**config.mk**
```make
export PLATFORM = sky130hd
export DESIGN_NAME = button_conditioner_flat
export DESIGN_NICKNAME = d
export VERILOG_FILES = /design/src/rtl/button_conditioner_if.sv /design/src/rtl/button_conditioner.sv /design/src/flat_wrapper.sv
export SDC_FILE = /design/constraint.sdc
export NUM_CORES = 1
export LEC_CHECK = 0
export BUFFER_PORTS_ARGS = -buffer_cell sky130_fd_sc_hd__buf_2
export CAP_MARGIN = 25
export CELL_PAD_IN_SITES_DETAIL_PLACEMENT = 1
export CELL_PAD_IN_SITES_GLOBAL_PLACEMENT = 1
export CORE_MARGIN = 2
export CORE_UTILIZATION = 45
export DETAILED_ROUTE_END_ITERATION = 12
export PLACE_DENSITY_LB_ADDON = 0.1
export SYNTH_ARGS = -nofsm -noshare
export SYNTH_HDL_FRONTEND = slang
export SYNTH_SLANG_ARGS = --single-unit
```
**constraint.sdc**
```tcl
create_clock -name clock -period 2.1 [get_ports clock]
set_input_delay 0 -clock clock [delete_from_list [all_inputs] [get_ports clock]]
set_output_delay 0 -clock clock [all_outputs]
set_load 0.1 [all_outputs]
```
**src/rtl/button_conditioner_if.sv**
```systemverilog
// button_conditioner_if: raw button inputs and conditioned level/pulse outputs
interface button_conditioner_if #(parameter int N_BTN = 5);
   logic [N_BTN-1:0] btn_raw;
   logic [N_BTN-1:0] btn_level;
   logic [N_BTN-1:0] btn_press;
   logic [N_BTN-1:0] btn_release;
   logic [N_BTN-1:0] btn_long;
   modport master (output btn_raw, input btn_level, btn_press, btn_release, btn_long);
   modport slave (input btn_raw, output btn_level, btn_press, btn_release, btn_long);
endinterface

```
**src/rtl/button_conditioner.sv**
```systemverilog
// button_conditioner: per-button 2-flop sync, counter debounce, and registered
// press/release/long-press pulses in the system clock domain
module button_conditioner #(
   parameter int N_BTN       = 5,
   parameter int DB_CYCLES   = 1000000,
   parameter int HOLD_CYCLES = 100000000
) (
   input  logic                 clock,
   input  logic                 reset_n,
   button_conditioner_if.slave  btn
);
   localparam int DW = $clog2(DB_CYCLES + 1);
   localparam int HW = $clog2(HOLD_CYCLES + 1);
   typedef enum logic [1:0] {IDLE, PRESSED, HELD} state_t;
   logic [N_BTN-1:0] s1, s2;
   logic [N_BTN-1:0] level_v, press_v, release_v, long_v;
   always_ff @(posedge clock or negedge reset_n) begin
      if (!reset_n) begin
         s1 <= '0;
         s2 <= '0;
      end else begin
         s1 <= btn.btn_raw;
         s2 <= s1;
      end
   end
   for (genvar i = 0; i < N_BTN; i++) begin : g_btn
      state_t        st, st_nx;
      logic [DW-1:0] db_cnt, db_nx;
      logic [HW-1:0] hold_cnt, hold_nx;
      logic          press_q, release_q, long_q;
      logic          press_nx, release_nx, long_nx;
      logic          lvl, differ, flip;
      // The FSM state is the debounced level: anything but IDLE means pressed.
      assign lvl    = st != IDLE;
      assign differ = s2[i] != lvl;
      assign flip   = differ && db_cnt == DW'(DB_CYCLES - 1);
      always_ff @(posedge clock or negedge reset_n) begin
         if (!reset_n) begin
            st        <= IDLE;
            db_cnt    <= '0;
            hold_cnt  <= '0;
            press_q   <= 1'b0;
            release_q <= 1'b0;
            long_q    <= 1'b0;
         end else begin
            st        <= st_nx;
            db_cnt    <= db_nx;
            hold_cnt  <= hold_nx;
            press_q   <= press_nx;
            release_q <= release_nx;
            long_q    <= long_nx;
         end
      end
      always_comb begin
         st_nx      = st;
         hold_nx    = '0;
         press_nx   = 1'b0;
         release_nx = 1'b0;
         long_nx    = 1'b0;
         db_nx      = (differ && !flip) ? db_cnt + 1'b1 : '0;
         case (st)
            IDLE: begin
               st_nx    = flip ? PRESSED : IDLE;
               press_nx = flip;
            end
            PRESSED: begin
               hold_nx    = hold_cnt + 1'b1;
               long_nx    = hold_cnt == HW'(HOLD_CYCLES - 1);
               st_nx      = flip ? IDLE : (long_nx ? HELD : PRESSED);
               release_nx = flip;
            end
            HELD: begin
               hold_nx    = hold_cnt;
               st_nx      = flip ? IDLE : HELD;
               release_nx = flip;
            end
            default: st_nx = IDLE;
         endcase
      end
      assign level_v[i]   = lvl;
      assign press_v[i]   = press_q;
      assign release_v[i] = release_q;
      assign long_v[i]    = long_q;
   end
   assign btn.btn_level   = level_v;
   assign btn.btn_press   = press_v;
   assign btn.btn_release = release_v;
   assign btn.btn_long    = long_v;
endmodule
```
**src/flat_wrapper.sv**
```systemverilog
// flat-port wrapper written by rule: the top's interface ports become plain ports
module button_conditioner_flat 
#(
   parameter int N_BTN       = 5,
   parameter int DB_CYCLES   = 1000000,
   parameter int HOLD_CYCLES = 100000000
)
  (clock, reset_n, btn_btn_raw, btn_btn_level, btn_btn_press, btn_btn_release, btn_btn_long);
  button_conditioner_if #(.N_BTN(N_BTN)) btn_i ();
  input  logic clock;
  input  logic reset_n;
  input wire logic [$bits(btn_i.btn_raw)-1:0] btn_btn_raw;
  output wire logic [$bits(btn_i.btn_level)-1:0] btn_btn_level;
  output wire logic [$bits(btn_i.btn_press)-1:0] btn_btn_press;
  output wire logic [$bits(btn_i.btn_release)-1:0] btn_btn_release;
  output wire logic [$bits(btn_i.btn_long)-1:0] btn_btn_long;
  assign btn_i.btn_raw = btn_btn_raw;
  assign btn_btn_level = btn_i.btn_level;
  assign btn_btn_press = btn_i.btn_press;
  assign btn_btn_release = btn_i.btn_release;
  assign btn_btn_long = btn_i.btn_long;
  button_conditioner #(.N_BTN(N_BTN), .DB_CYCLES(DB_CYCLES), .HOLD_CYCLES(HOLD_CYCLES)) u_core (.clock(clock), .reset_n(reset_n), .btn(btn_i));
endmodule
```
==> results list <==
- The run finished with clean final reports.
* Power density normalized to cell area: 696 nW/um^2
- The number of hold-slack violations in the final timing report is 0.
- Setup slack, reg-to-reg: 80 ps
* Crit path max fanout: 4
* Final-stage net count: 1,578
* Total Routed Length: 32.2 mm
- Vias after detailed routing: 10,800
* Synthesized net count: 1,491
* Placed instance count: 1,891
- Highest-delay cell along the critical path: or4_4
- Floorplan die width: 179 um
* Global-route track usage on met1: 26.7%
* # clock sinks: 270
* Number of unique standard cell types used by synthesis: 55
* FF+latch count, synth: 270
- Count of pins over their slew limit: 0
- Row count: 64
- Required time at the worst-slack endpoint: 2530 ps
* Multiplexer fraction of the synthesized cell area: 0.226%
- In this run, CTS created clock tree buffers numbering 34.
- Max Buffers Root-to-Sink: 3
* Xor/xnor cell area share of the yosys netlist: 11.7%
- Worst Path Class, Setup: reg2reg
- For this design the top-level I/O count stands at 27.
- Clock tree synthesis selected as its root buffer the cell clkbuf_16.
* Via/cell ratio: 5.48
* List of cells traversed by the critical path: nand4_4 -> or4_4 -> nor4_4 -> or3b_1 -> a21oi_1
- The final critical path takes up 96.3% of the cycle.
- RSZ-0062 raised after global routing: true
- The H-tree generated during clock tree synthesis spans 2 levels.
* Initial DRT Pass Iterations: 4
- Fraction of synthesis flops using an asynchronous set or reset pin: 100%
- Synthesis warning total: 0
- Slew Limit Headroom: 65.5%
- Mapped Area: 13,900 um^2
- Summing the areas of all compound-gate instances in the mapped netlist gives 4.23% of the synthesized area.
- Detailed placement finished with a half-perimeter wire length of 22.0 mm.
* Fraction of layout cells with a size suffix above 1: 13.5%
- TritonCTS clock tree: done
* Iteration-0 DRC Markers: 448
* Main synth FF type: dfrtp_1
- Fill cells: 3,437
- Global placement routability congestion: 0.815
* Floorplan die height: 179 um
- The clock arrives with 18.9 ps of skew.
- At the pin with the least slew margin, the transition time is 518 ps.
- Number of remaining DRC errors: 0
- Max Clock Freq: 494 MHz
* Total routing resource utilization after global routing: 20.3%
* EDFF count, synth: 0
* Initial Utilization: 45.5%
- Summing the areas of all and, or, nand and nor instances in the mapped netlist gives 28.3% of the synthesized area.
- IO buf count: 26
- Seq/Total Area, Yosys: 48.8%
- IR analysis of the VDD net gives a maximum drop of 505 uV.
- Met2 usage in global routing: 35.3%
* Final instance count without filler cells: 1,962
* Arrival time of data at the critical path endpoint: 2450 ps
- Post-synthesis share of cell area spent on full adders, half adders and majority gates: 2.71%
- Global routing met3 resource utilization: 3.16%
- Clock-pin slew was measured on the worst setup and hold paths at 60 ps.
- Number of routed nets with antenna violations: 0
- In this run the most used layer during global routing was met2.
- Delay of the slowest cell on the worst path: 590 ps
- Detailed-route wire length per cell: 16.4 um
* Worst slack on hold paths: 5.79 ps
* Max-cap violation count: 0
- The tightest min-delay check is of the in2async type.
- The worst setup path is launched from a register.
* Area inside the core boundary: 30,400 um^2
* Global-route wire length before repair: 56.2 mm
- Measured in cells, the most critical reg-to-reg path has a length of 5.
- For this run the aggregate overflow at the end of global routing stands at 0.
- The die covers 32,200 um^2.
- In this run the static leakage power is 6.73 nW.
* Critical R2R Capture: u_core.g_btn[1].hold_cnt[23]$_DFFE_PN0P_
* Main combinational cell family by area after synthesis: simple AND/OR/NAND/NOR gates
- Setup violations remaining at the end of the flow were counted as 0.
- The worst register-to-register path begins at u_core.g_btn[1].hold_cnt[5]$_DFFE_PN0P_.
- At the later pin of the worst-skew pair, clock insertion delay measures 510 ps.
- Number of antenna violations at the first check in global routing: 0
* Min Clock Period, post-route: 2020 ps
- Antenna diode count: 0
* Pin count of the biggest net entering global routing: 60
- Post-synthesis area per instance: 9.53 um^2
- Synthesis handed over a netlist of 1,454 instances.
- Area Growth Syn to Fin: 16.6%
- STA classifies the critical path endpoint as a register.
- Via count of the first global-routing pass: 11,600
==> cell usage after synthesis, types with 6 or more instances <==
library cell	instances	share of area, %
nor4_2	7	0.63
a21oi_1	25	0.90
inv_1	52	1.4
o31ai_1	10	0.54
ha_1	30	2.7
nand2_1	100	2.7
nand3_1	89	3.2
and4_1	17	1.1
nor2_1	236	6.4
or3_1	20	0.90
nor4_1	38	1.7
buf_4	20	1.1
and2_1	11	0.50
xnor2_1	102	6.4
nand2b_1	8	0.36
or4_1	17	0.92
buf_2	6	0.22
clkbuf_1	40	1.1
o21ai_0	36	1.3
nand4_1	65	2.9
and3_1	40	1.8
dfrtp_1	270	49
xor2_1	83	5.2
nand4b_1	10	0.63
nor4b_1	11	0.70
nor3_1	42	1.5
a21o_1	8	0.43
==> how the worst max path moves through the flow <==
stage	startpoint	end	slack, ps	depth (start not counted)
3_3_place_gp	u_core.g_btn[1].st[0]$_DFF_PN0_	u_core.g_btn[1].hold_cnt[23]$_DFFE_PN0P_	80	6
2_1_floorplan	u_core.g_btn[1].st[0]$_DFF_PN0_	u_core.g_btn[1].hold_cnt[23]$_DFFE_PN0P_	60	6
6_report	u_core.g_btn[1].hold_cnt[5]$_DFFE_PN0P_	u_core.g_btn[1].hold_cnt[23]$_DFFE_PN0P_	80	5
5_1_grt	u_core.g_btn[0].st[0]$_DFF_PN0_	u_core.g_btn[0].hold_cnt[15]$_DFFE_PN0P_	-40	7
4_1_cts	u_core.g_btn[0].st[0]$_DFF_PN0_	u_core.g_btn[0].hold_cnt[24]$_DFFE_PN0P_	1	7
3_5_place_dp	u_core.g_btn[4].st[0]$_DFF_PN0_	u_core.g_btn[4].hold_cnt[21]$_DFFE_PN0P_	-30	7
==> state kept, by name, indices dropped and copies added, names as in the netlist <==
register / cells
u_core.g_btn.hold_cnt: 135
u_core.g_btn.long_q: 5
u_core.g_btn.press_q: 5
u_core.s1: 5
u_core.g_btn.db_cnt: 100
u_core.s2: 5
u_core.g_btn.st: 10
u_core.g_btn.release_q: 5
==> cells by family (layout without fill, tap and decap cells) <==
logic type,after synthesis,count (layout)
AO/OA/AOI/OAI,97,97
XOR/XNOR,185,185
adder cells (fa/ha/maj),30,30
buffers and inverters,122,234
flip-flops,270,270
multiplexers,3,3
AND/OR/NAND/NOR,747,747
==> metrics by stage <==
step                      power (mW)  util (%)  instance area, um^2  setup TNS (ps)  setup slack [ps]
after floorplan                 5.43         -                13900               0              57.5
after global placement          5.59      48.7                14800               0              75.1
after detailed placement        5.60      48.7                14800           -38.8             -29.9
after CTS                       11.4      52.6                16000               0              1.44
after global routing            11.7      53.1                16200           -42.4             -40.3
final                           11.2      53.1                16200               0              77.4
==> layout by cell type (no fill, tap or decap), drive strengths merged, types with 17 or more instances in the layout <==
master / instances
xor2: 83
inv: 52
a21oi: 25
ha: 30
nor3: 42
clkbuf: 53
and4: 17
nand3: 89
or4: 18
dfrtp: 270
nor4: 46
and3: 40
nand2: 100
or3: 20
nand4: 66
nor2: 236
xnor2: 102
o21ai: 37
buf: 115
==> timing repair <==
item,CTS,global route
buffers inserted,0,4
setup endpoints to repair,3,47
hold buffers,6,0
gates resized for setup,2,26
hold endpoints to repair,275,0
cloned,0,0
pin swaps,1,5
==> routing by layer <==
metal | part of all wire (%) | wire length [um]
met5 | 0 | 0
met4 | 1.6 | 531
met3 | 2.4 | 778
met2 | 50 | 16100
met1 | 46 | 14900
==> report_power, final <==
group	switching (mW)	leakage (nW)	internal, mW
combinational	0.168	2.43	0.0675
sequential	0.0338	3.73	5.24
clock	2.22	0.560	3.52
==> cell type report <==
class | instances | area (um^2) | share of cell area [%]
Sequential cell | 270 | 6760 | 41.8
Inverter | 52 | 195 | 1.21
Timing Repair Buffer | 121 | 918 | 5.68
Tap cell | 396 | 495 | 3.07
Multi-Input combinational cell | 1062 | 6670 | 41.3
Clock inverter | 8 | 40.0 | 0.248
Clock buffer | 53 | 1080 | 6.66
==> worst max-delay path, delay by kind of cell, from the launching register on <==
kind	cells	cell delay (ps)
AOI/OAI and AO/OA	1	150
DFF	1	430
and+or+nand+nor	4	1370
No activity file was read; power rests on OpenSTA's default activity.
